===== config.mk =====
export PLATFORM = sky130hd
export DESIGN_NAME = acc_frame_ctrl_flat
export DESIGN_NICKNAME = d
export VERILOG_FILES = /design/src/rtl/acc_frame_ctrl_if.sv /design/src/rtl/acc_frame_ctrl.sv /design/src/flat_wrapper.sv
export SDC_FILE = /design/constraint.sdc
export NUM_CORES = 1
export LEC_CHECK = 0
export CAP_MARGIN = 20
export CORE_UTILIZATION = 40
export DETAILED_ROUTE_END_ITERATION = 8
export HOLD_SLACK_MARGIN = 0.06
export MAX_ROUTING_LAYER = met4
export PLACE_DENSITY_LB_ADDON = 0.1
export SETUP_SLACK_MARGIN = 0.02
export SLEW_MARGIN = 10
export SYNTH_ARGS = -nofsm -noshare
export SYNTH_HDL_FRONTEND = slang
export SYNTH_SLANG_ARGS = --single-unit

===== constraint.sdc =====
create_clock -name clk -period 2 [get_ports clk]
set_clock_uncertainty 0.05 [all_clocks]
set_input_delay 0.3 -clock clk [delete_from_list [all_inputs] [get_ports clk]]
set_output_delay 0.3 -clock clk [all_outputs]
set_load 0.005 [all_outputs]

===== src/rtl/acc_frame_ctrl_if.sv =====
// Valid/ready stream carrying one packed complex word {re[15:0], im[15:0]}.
// The producer side uses the master modport and the consumer side uses the slave modport.
interface acc_frame_ctrl_if #(
  parameter int DATA_W = 32
);
  logic              valid;
  logic              ready;
  logic [DATA_W-1:0] data;

  modport master (output valid, output data, input ready);
  modport slave  (input valid, input data, output ready);
endinterface


===== src/rtl/acc_frame_ctrl.sv =====
// acc_frame_ctrl: sequences one shared complex accumulation unit through frames.
// It clears the unit, feeds it FRAME_LEN samples, captures the frame sum and
// hands it out. It then clears the unit again.
// Optional macro ACC_PRESCALE_EN: each component of an accepted sample is
// arithmetically right-shifted by PRE_SHIFT before the zero check and the feed.
module acc_frame_ctrl #(
  parameter int FRAME_LEN = 64,
  parameter int CNT_W     = $clog2(FRAME_LEN),
  parameter int PRE_SHIFT = 6
) (
  input  logic                    clk,
  input  logic                    nrst,
  input  logic                    flush,
  acc_frame_ctrl_if.slave         s_if,
  acc_frame_ctrl_if.master        m_if,
  output logic [31:0]             acc_val_a,
  output logic                    acc_ce,
  output logic                    acc_nrst,
  input  logic [31:0]             acc_val_out
);

  // Reject parameter sets the counter and the shifter cannot represent.
  if (FRAME_LEN < 2 || FRAME_LEN > 65536 || PRE_SHIFT < 0 || PRE_SHIFT > 15) begin : g_bad_cfg
    $error("acc_frame_ctrl: illegal FRAME_LEN or PRE_SHIFT");
  end

  typedef enum logic [2:0] {
    ST_CLEAR,
    ST_ACCUM,
    ST_WAIT,
    ST_CAP,
    ST_OUT
  } state_t;

  // A zero word clears the unit, so any idle cycle presents this value instead.
  localparam logic [31:0]      GUARD = 32'h0000_0001;
  localparam logic [CNT_W-1:0] LAST  = CNT_W'(FRAME_LEN - 1);

  state_t           state_q, state_d;
  logic [CNT_W-1:0] cnt_q, cnt_d;
  logic             m_valid_q, m_valid_d;
  logic [31:0]      m_data_q, m_data_d;
  logic [31:0]      acc_val_a_q, acc_val_a_d;
  logic             acc_ce_q, acc_ce_d;
  logic             acc_nrst_q, acc_nrst_d;

  logic             accept;
  logic [31:0]      x;

  assign s_if.ready = (state_q == ST_ACCUM);
  assign accept     = s_if.valid & s_if.ready;

  assign m_if.valid = m_valid_q;
  assign m_if.data  = m_data_q;
  assign acc_val_a  = acc_val_a_q;
  assign acc_ce     = acc_ce_q;
  assign acc_nrst   = acc_nrst_q;

  // The sample word as the unit should see it, after the optional prescale.
`ifdef ACC_PRESCALE_EN
  always_comb begin
    logic signed [15:0] re_s;
    logic signed [15:0] im_s;
    re_s = s_if.data[31:16];
    im_s = s_if.data[15:0];
    x    = {re_s >>> PRE_SHIFT, im_s >>> PRE_SHIFT};
  end
`else
  assign x = s_if.data;
`endif

  // Next-state and next-output logic for the frame sequencer.
  always_comb begin
    // NOTE: every signal gets a default here, so no path leaves a value unassigned and no latch is inferred.
    state_d     = state_q;
    cnt_d       = cnt_q;
    m_valid_d   = m_valid_q;
    m_data_d    = m_data_q;
    acc_val_a_d = GUARD;
    acc_ce_d    = 1'b0;
    acc_nrst_d  = acc_nrst_q;

    case (state_q)
      ST_CLEAR: begin
        acc_nrst_d = 1'b1;
        cnt_d      = '0;
        state_d    = ST_ACCUM;
      end
      ST_ACCUM: begin
        if (flush) begin
          acc_nrst_d = 1'b0;
          state_d    = ST_CLEAR;
        end else if (accept) begin
          // A zero sample still counts, but it is not fed because a zero word would clear the unit.
          if (x != 32'h0) begin
            acc_val_a_d = x;
            acc_ce_d    = 1'b1;
          end
          cnt_d = cnt_q + CNT_W'(1);
          if (cnt_q == LAST) state_d = ST_WAIT;
        end
      end
      ST_WAIT: begin
        if (flush) begin
          acc_nrst_d = 1'b0;
          state_d    = ST_CLEAR;
        end else begin
          state_d = ST_CAP;
        end
      end
      ST_CAP: begin
        if (flush) begin
          acc_nrst_d = 1'b0;
          state_d    = ST_CLEAR;
        end else begin
          m_data_d  = acc_val_out;
          m_valid_d = 1'b1;
          state_d   = ST_OUT;
        end
      end
      ST_OUT: begin
        if (m_if.ready) begin
          m_valid_d  = 1'b0;
          acc_nrst_d = 1'b0;
          state_d    = ST_CLEAR;
        end
      end
      default: begin
        acc_nrst_d = 1'b0;
        state_d    = ST_CLEAR;
      end
    endcase
  end

  // State and registered outputs, with a synchronous reset back to the CLEAR state.
  always_ff @(posedge clk) begin
    // NOTE: state uses non-blocking assignments so that every flop samples values from before the edge.
    if (!nrst) begin
      state_q     <= ST_CLEAR;
      cnt_q       <= '0;
      m_valid_q   <= 1'b0;
      m_data_q    <= 32'h0;
      acc_val_a_q <= GUARD;
      acc_ce_q    <= 1'b0;
      acc_nrst_q  <= 1'b0;
    end else begin
      state_q     <= state_d;
      cnt_q       <= cnt_d;
      m_valid_q   <= m_valid_d;
      m_data_q    <= m_data_d;
      acc_val_a_q <= acc_val_a_d;
      acc_ce_q    <= acc_ce_d;
      acc_nrst_q  <= acc_nrst_d;
    end
  end

endmodule


===== src/flat_wrapper.sv =====
// flat-port wrapper written by rule: the top's interface ports become plain ports
module acc_frame_ctrl_flat 
#(
  parameter int FRAME_LEN = 64,
  parameter int CNT_W     = $clog2(FRAME_LEN),
  parameter int PRE_SHIFT = 6
)
  (clk, nrst, flush, acc_val_a, acc_ce, acc_nrst, acc_val_out, s_if_valid, s_if_data, s_if_ready, m_if_valid, m_if_data, m_if_ready);
  acc_frame_ctrl_if s_if_i ();
  acc_frame_ctrl_if m_if_i ();
  input  logic clk;
  input  logic nrst;
  input  logic flush;
  output logic [31:0] acc_val_a;
  output logic acc_ce;
  output logic acc_nrst;
  input  logic [31:0] acc_val_out;
  input wire logic [$bits(s_if_i.valid)-1:0] s_if_valid;
  input wire logic [$bits(s_if_i.data)-1:0] s_if_data;
  output wire logic [$bits(s_if_i.ready)-1:0] s_if_ready;
  output wire logic [$bits(m_if_i.valid)-1:0] m_if_valid;
  output wire logic [$bits(m_if_i.data)-1:0] m_if_data;
  input wire logic [$bits(m_if_i.ready)-1:0] m_if_ready;
  assign s_if_i.valid = s_if_valid;
  assign s_if_i.data = s_if_data;
  assign s_if_ready = s_if_i.ready;
  assign m_if_valid = m_if_i.valid;
  assign m_if_data = m_if_i.data;
  assign m_if_i.ready = m_if_ready;
  acc_frame_ctrl #(.FRAME_LEN(FRAME_LEN), .CNT_W(CNT_W), .PRE_SHIFT(PRE_SHIFT)) u_core (.clk(clk), .nrst(nrst), .flush(flush), .s_if(s_if_i), .m_if(m_if_i), .acc_val_a(acc_val_a), .acc_ce(acc_ce), .acc_nrst(acc_nrst), .acc_val_out(acc_val_out));
endmodule

Yosys cells after proc, flatten, opt, wreduce, memory -nomap -nowiden

Index checks and enable logic that the tools add are counted.

Output and inout bits: 68
Word-level logic and storage cells: 54
Input port bits: 69
Register bits after elaboration: 76

Add/subtract/negate cells: 1
Bitwise logic cells: 6
Muxes and demuxes: 16
Equal/unequal tests: 12
Reduce and logical (&&, ||, !) cells: 12

Operator list:

| cell                                                             | count |
|---|---|
| 32-bit nonzero test                                              | 1 |
| 3-bit 2-to-1 mux                                                 | 5 |
| 3-bit one-hot mux with 5 select lines                            | 1 |
| 6-bit 2-to-1 mux                                                 | 2 |
| 6-bit one-hot mux with 2 select lines                            | 1 |
| 3-bit AND reduction                                              | 3 |
| 2-bit != test (second input constant)                            | 4 |
| 6-bit by 1-bit adder with 6-bit output (second input constant)   | 1 |
| 3-bit by 2-bit == test with 1-bit output (second input constant) | 2 |
| 6-bit == test (second input constant)                            | 1 |
| 3-bit != test (second input constant)                            | 2 |
| 1-bit inverter                                                   | 5 |
| 5-bit OR reduction                                               | 1 |
| 1-bit 2-to-1 mux                                                 | 4 |
| 2-bit AND reduction                                              | 2 |
| 2-bit nonzero test                                               | 2 |
| 4-bit OR reduction                                               | 1 |
| 3-bit by 1-bit == test with 1-bit output (second input constant) | 1 |
| 3-bit == test (second input constant)                            | 1 |
| 3-bit logical NOT                                                | 1 |
| 1-bit one-hot mux with 3 select lines                            | 1 |
| 3-bit OR reduction                                               | 1 |
| 2-bit 2-to-1 mux                                                 | 1 |
| 2-bit by 1-bit != test with 1-bit output (second input constant) | 1 |
| other kinds (2)                                                  | 2 |

Longest topological paths before layout

Gate-level depths: netlist (run 1).

Depth after elaboration: 5
Depth in mapped cells: 7
Gate-level depth less buffers: 5

Least setup slack after synthesis (run 1)

OpenSTA, ideal clock, no wires.

Path kind: register to register
From: register u_core.state_q[0]
To: register u_core.acc_val_a_q[0], in the netlist u_core.acc_val_a[0]
Setup time: 0.127 ns
Period minus slack after synthesis: 1.545 ns
Stages on the path, launching flop included: 6
Path slack: 0.455 ns
Required time: 1.823 ns
Arrival time: 1.367 ns
Path through: dfxtp_1 > buf_2 > nand2b_4 > nor4b_4 > and2_1 > or3b_1

Cells in the longest elaborated chain, start to end: 4
Elaborated cells between the ends (all ways): 5

Ends and longest elaborated chain:

| item                                         | line                                       | text |
|---|---|---|
| start, declared                              | acc_frame_ctrl.sv:39                       | `state_t state_q, state_d;` |
| start signal, assigned                       | acc_frame_ctrl.sv:147                      | `state_q <= state_d;` |
| 3-bit by 1-bit == test with 1-bit output (*) | acc_frame_ctrl.sv:50, acc_frame_ctrl.sv:83 |  |
| 1-bit AND                                    | acc_frame_ctrl.sv:51                       | `assign accept = s_if.valid & s_if.ready;` |
| 1-bit inverter (no line)                     | --                                         |  |
| 5-bit OR reduction (no line) (*)             | --                                         |  |
| end signal, assigned                         | acc_frame_ctrl.sv:151                      | `acc_val_a_q <= acc_val_a_d;` |
| end, declared                                | acc_frame_ctrl.sv:43                       | `logic [31:0] acc_val_a_q, acc_val_a_d;` |

Mark *: on every way between the ends. The rest lies on a longest branch, timed or not.
A chain may end at the register's enable or synchronous reset.

Worst setup path after layout (run 1)

From: register u_core.state_q[1]
To: output s_if_ready

Cells in the longest elaborated chain, start to end: 1

Ends and longest elaborated chain:

| item                                     | line                 | text |
|---|---|---|
| 3-bit by 1-bit == test with 1-bit output | acc_frame_ctrl.sv:50 | `assign s_if.ready = (state_q == ST_ACCUM);` |
| end, declared                            | flat_wrapper.sv:20   | `output wire logic [$bits(s_if_i.ready)-1:0] s_if_ready;` |

Every way passes these cells.

==> impl_metrics.ini, run 1 <==
[run_status]
status = finished, violations left
violations = DRC

[timing]
tns_ns = 0
rsz0062_at_grt = false
setup_ws_ns = 0.138
post-route-min-period_ns = 1.86
slew_violations = 0
timing.fmax_mhz = 537
hold_viol_final = 0
slew_headroom = 0.639
fin_crit_sh = 0.931
setup_violations = 0
tightest_slew_ns = 0.535

[placed_design]
dpl_worst_slack_ns = 0.114
dp_hpwl_mm = 4.87
numPortBuffers = 136
place.gp.congestion = 0.748

[critical_path]
worstPathArrival_ns = 1.51
r2r_cells = 5
crit_type = register to primary output
endpoint_kind = primary output
slowest_stage = clkdlybuf4s50_1
max_stage_delay_ns = 0.51
crit_chain = nand2b_4 > nor2_1 > clkdlybuf4s50_1
cp.depth = 3
setup.worst_path.start_class = register
cp_data_required_time_ns = 1.65
worst-path-buf-inv = 1
crit_family = buffers and inverters
path_max_fanout = 9

[die]
die_y_um = 84.3
coreArea_mm2 = 0.00646
die_area_mm2 = 0.00710
ios = 137
rows = 29
start_util = 0.419
die_w_um = 84.3

[synth]
synthDistinctLibCells = 31
synth_nets = 358
synthesis.area_mm2 = 0.00271
yosysSeqAreaShare = 0.562
syn-mean-instance-area_um2 = 9.40
ys_ff_latch = 76
syn_inst = 288
ys_warn_count = 0

[grt]
overflow = 0
grt_max_degree = 43
grt_usage = 0.198
grt_pass1_wl_mm = 10.7
grt_pass1_vias = 2279
antenna_found_initial = 0

[drt]
wl_mm = 6.76
ant_nets = 0
first_pass_iters = 6
drc = 9
wire_per_inst_um = 13.3
vias = 2437
via_per_inst = 4.81
drtIter0Drc = 76

[cts]
clk_pin_slew_worst_paths_ns = 0.07
ctsHoldBuffers = 0
numCtsBuffers = 9
clock-sinks = 76
cts-root-buf = clkbuf_8
cts_max_level = 3
cts_buffer_depth = 2
clkLatencyLatePin_ns = 0.33
tritoncts = yes

[power_and_ir_drop]
cellLeakagePower_nw = 1.65
power_density_mw_per_mm2 = 663
vdd_drop_max_mv = 0.670

[final_layout]
fillCellCount = 539
synthToLayoutAreaGrowth_pct = 61.0
antennaDiodeCount = 0
final_nets = 495
drive_gt1_frac = 0.0721

[job]
cap_violations = 0

[min_path]
whs_path_depth = 2
hp-class = input port to register
path summary, 6_finish.rpt:
path | start | endpoint | slack (ns)
hold / removal | nrst | u_core.m_if.valid | 0.26
hold reg to reg | u_core.m_if.data[31] | u_core.m_if.data[31] | 0.41
setup / recovery | u_core.state_q[1] | s_if_ready | 0.14
setup reg to reg | u_core.cnt_q[0] | u_core.cnt_q[4] | 0.36
routing by layer:
layer,up-vias,global-route usage,routed length (um)
met4,0,0.0564,75
met3,9,0.0757,504
met1,1103,0.226,2960
met5,-,-,0
li1,1248,-,-
met2,77,0.324,3210
Yosys cell counts:
library cell,count,share of area
a21oi_1,7,0.013
nor2b_1,5,0.012
dfxtp_1,76,0.56
o221a_2,1,0.0042
nor4b_4,1,0.0088
or4_1,1,0.0028
buf_6,1,0.0042
a21boi_0,32,0.089
nand2_1,67,0.093
and3_1,33,0.076
xnor2_1,3,0.0097
or3b_1,2,0.0065
clkbuf_1,15,0.021
a22oi_1,1,0.0028
o21ai_0,2,0.0037
buf_2,4,0.0074
mux2i_1,1,0.0037
a211oi_1,2,0.0055
or2_0,1,0.0023
and2_1,1,0.0023
ha_1,1,0.0046
or2_2,2,0.0046
nor3b_1,1,0.0028
o31ai_1,1,0.0028
nand3_1,4,0.0074
nand4_1,2,0.0046
nand2b_1,3,0.0069
nand2b_4,1,0.0051
nor4_1,8,0.018
nor2_1,8,0.011
a21o_1,1,0.0028
cell families (layout without fill, tap and decap cells):
family | Yosys count | count (layout) | synth area share
muxes | 1 | 1 | 0.00370
and+or+nand+nor | 140 | 140 | 0.264
AOI/OAI and AO/OA | 47 | 47 | 0.123
xor gates and xnor gates | 3 | 3 | 0.00971
DFF | 76 | 76 | 0.562
buffers and inverters | 20 | 162 | 0.0323
adders and majority gates | 1 | 1 | 0.00462
worst reg2reg max path: stages, from the launching register on:
cell      delay [ns]
dfxtp_1         0.39
ha_1            0.20
or3b_1          0.37
a211oi_1        0.28
xnor2_1         0.17
nor2_1          0.05
layout by cell type, fill, tap and decap left out, types with 3 or more instances in the layout:
cell,n
nand2b_1,3
nor2_1,8
nand2_1,67
clkinv_2,3
clkdlybuf4s50_1,135
and3_1,33
dfxtp_1,75
nand3_1,4
buf_4,8
nor2b_1,5
nor4_1,8
xnor2_1,3
clkbuf_8,9
a21boi_0,32
a21oi_1,7
state kept, by name, indices dropped and copies added, names as in the netlist:
signal,count
u_core.cnt_q,6
u_core.acc_ce,1
u_core.acc_nrst,1
u_core.m_if.data,32
u_core.acc_val_a,32
u_core.m_if.valid,1
u_core.state_q,3
cell type report:
type / count / area (um^2) / area share
clock inverters: 5 / 52.6 / 0.0121
multi-input cells: 192 / 1100 / 0.252
clock buffers: 11 / 131 / 0.0301
well taps: 77 / 96.3 / 0.0221
flip-flops and latches: 76 / 1520 / 0.349
repair buffers: 146 / 1460 / 0.334
where the power goes:
part           internal, W  switching [W]
Combinational     0.000172      0.0000766
Clock             0.000571       0.000532
Sequential         0.00153     0.00000912
Total              0.00227       0.000618
repair_timing:
| action | CTS | global route |
|---|---|---|
| setup endpoints to repair | 0 | 1 |
| resized for setup | 0 | 1 |
| setup buffers | 0 | 0 |
through the flow:
step | utilization | hold WS [ns] | power (W) | instances | instance area (um^2)
after floorplan | - | 0.354 | 0.00163 | 288 | 2710
after global placement | 0.646 | 0.399 | 0.00182 | 491 | 4170
after detailed placement | 0.646 | 0.405 | 0.00182 | 491 | 4170
after CTS | 0.675 | 0.234 | 0.00292 | 507 | 4360
after global routing | 0.675 | 0.240 | 0.00301 | 507 | 4360
final | 0.675 | 0.256 | 0.00289 | 507 | 4360
Note: power is estimated with default switching activity, not from simulation.
==> inputs of run 2 (changes only) <==
--- a/config.mk
+++ b/config.mk
@@ -6,9 +6,8 @@
 export NUM_CORES = 1
 export LEC_CHECK = 0
 export CAP_MARGIN = 20
-export CORE_UTILIZATION = 40
+export CORE_UTILIZATION = 43
 export DETAILED_ROUTE_END_ITERATION = 8
-export HOLD_SLACK_MARGIN = 0.06
 export MAX_ROUTING_LAYER = met4
 export PLACE_DENSITY_LB_ADDON = 0.1
 export SETUP_SLACK_MARGIN = 0.02
==> constraint.sdc (replaced) <==
create_clock -name clk -period 2.2 [get_ports clk]
set_clock_uncertainty 0.05 [all_clocks]
set_input_delay 0.33 -clock clk [delete_from_list [all_inputs] [get_ports clk]]
set_output_delay 0.33 -clock clk [all_outputs]
set_load 0.005 [all_outputs]
==> impl_metrics.ini, run 2 (synthesized netlist as in run 1, its figures left out) <==
[critical_path]
path_max_fanout = 10
setup.worst_path.start_class = register
worstPathArrival_ns = 1.56
endpoint_kind = primary output
crit_type = register to primary output
cp_data_required_time_ns = 1.82

[die]
ios = 137
rows = 28
start_util = 0.452
coreArea_mm2 = 0.00599
die_w_um = 81.4
die_y_um = 81.4
die_area_mm2 = 0.00662

[timing]
post-route-min-period_ns = 1.94
fin_crit_sh = 0.884
tns_ns = 0
slew_headroom = 0.663
slew_violations = 0
rsz0062_at_grt = false
timing.fmax_mhz = 514
hold_viol_final = 0
setup_violations = 0
tightest_slew_ns = 0.501

[grt]
grt_max_degree = 36
grt_pass1_wl_mm = 10.1
antenna_found_initial = 0
grt_usage = 0.209
grt_pass1_vias = 2227
overflow = 0

[final_layout]
final_cells = 501
antennaDiodeCount = 0
layout_common_cells = clkdlybuf4s50_1, dfxtp_1, nand2_1
synthToLayoutAreaGrowth_pct = 60.7
register_area_mm2 = 0.00152
drive_gt1_frac = 0.0634
final_nets = 492
fillCellCount = 458
multi_input_area_mm2 = 0.00110
final_common_cell = clkdlybuf4s50_1

[cts]
ctsHoldBuffers = 0
cts-resized-gates = 0
tritoncts = yes
numCtsBuffers = 9
cts_max_level = 3
cts_setup_buffers = 0
clkLatencyLatePin_ns = 0.33
clock-sinks = 76
cts-root-buf = clkbuf_8
cts_buffer_depth = 2
clk_pin_slew_worst_paths_ns = 0.07

[placed_design]
dp_hpwl_mm = 4.69
place.gp.congestion = 0.728
numPortBuffers = 136
place_inst = 486

[power_and_ir_drop]
vdd_drop_max_mv = 0.508
cellLeakagePower_nw = 1.65
power_density_mw_per_mm2 = 632

[drt]
wire_per_inst_um = 13.1
wl_mm = 6.56
first_pass_iters = 4
dr.max_layer_used = met4
ant_nets = 0
wl_met2_mm = 3.28
route.layer.met1.wl_mm = 2.79
drc = 0
via_per_inst = 4.83
dr_wl_met3_um = 442
vias = 2419
drtIter0Drc = 99

[min_path]
hp-class = input port to register

[job]
cap_violations = 0

[run_status]
status = completed
==> run 2: where the power goes <==
part           switching, W  internal [W]  leakage (nW)
clock network      0.000469      0.000664         0.109
registers        0.00000786       0.00139         0.614
logic             0.0000674      0.000153         0.923
==> run 2: worst paths after layout <==
path         cells past startpoint  slack, ns                  from              endpoint
max                              3       0.26     u_core.state_q[0]            s_if_ready
min                              2       0.32                  nrst   u_core.m_if.data[4]
max reg2reg                      4       0.57     u_core.state_q[2]       u_core.cnt_q[5]
min reg2reg                      2       0.41  u_core.m_if.data[15]  u_core.m_if.data[15]
==> run 2: critical path, stage by stage, from the launching register on <==
cell and delay (ns):
dfxtp_1 0.53, nand2b_4 0.11, nor2_1 0.09, clkdlybuf4s50_1 0.50
==> run 2: area by class of cell <==
class | instances | area share
multi-input combinational | 192 | 0.253
clock inverter | 4 | 0.0170
timing repair buffer | 143 | 0.327
sequential | 76 | 0.350
tap | 75 | 0.0216
clock buffer | 11 | 0.0325
==> run 2: routing by layer <==
layer / vias up / track usage
met5: - / -
met4: 0 / 0.0589
met3: 2 / 0.0820
met2: 68 / 0.338
met1: 1105 / 0.238
li1: 1244 / -
==> run 2: metrics by stage <==
stage | hold slack, ns | total power (W) | area [um^2] | util | worst slack [ns]
finish | 0.319 | 0.00275 | 4350 | 0.726 | 0.255
detailed placement | 0.405 | 0.00165 | 4140 | 0.690 | 0.257
global route | 0.312 | 0.00287 | 4350 | 0.726 | 0.174
CTS | 0.304 | 0.00279 | 4350 | 0.726 | 0.242
floorplan | 0.384 | 0.00148 | 2710 | - | 0.655
global placement | 0.398 | 0.00164 | 4140 | 0.690 | 0.276
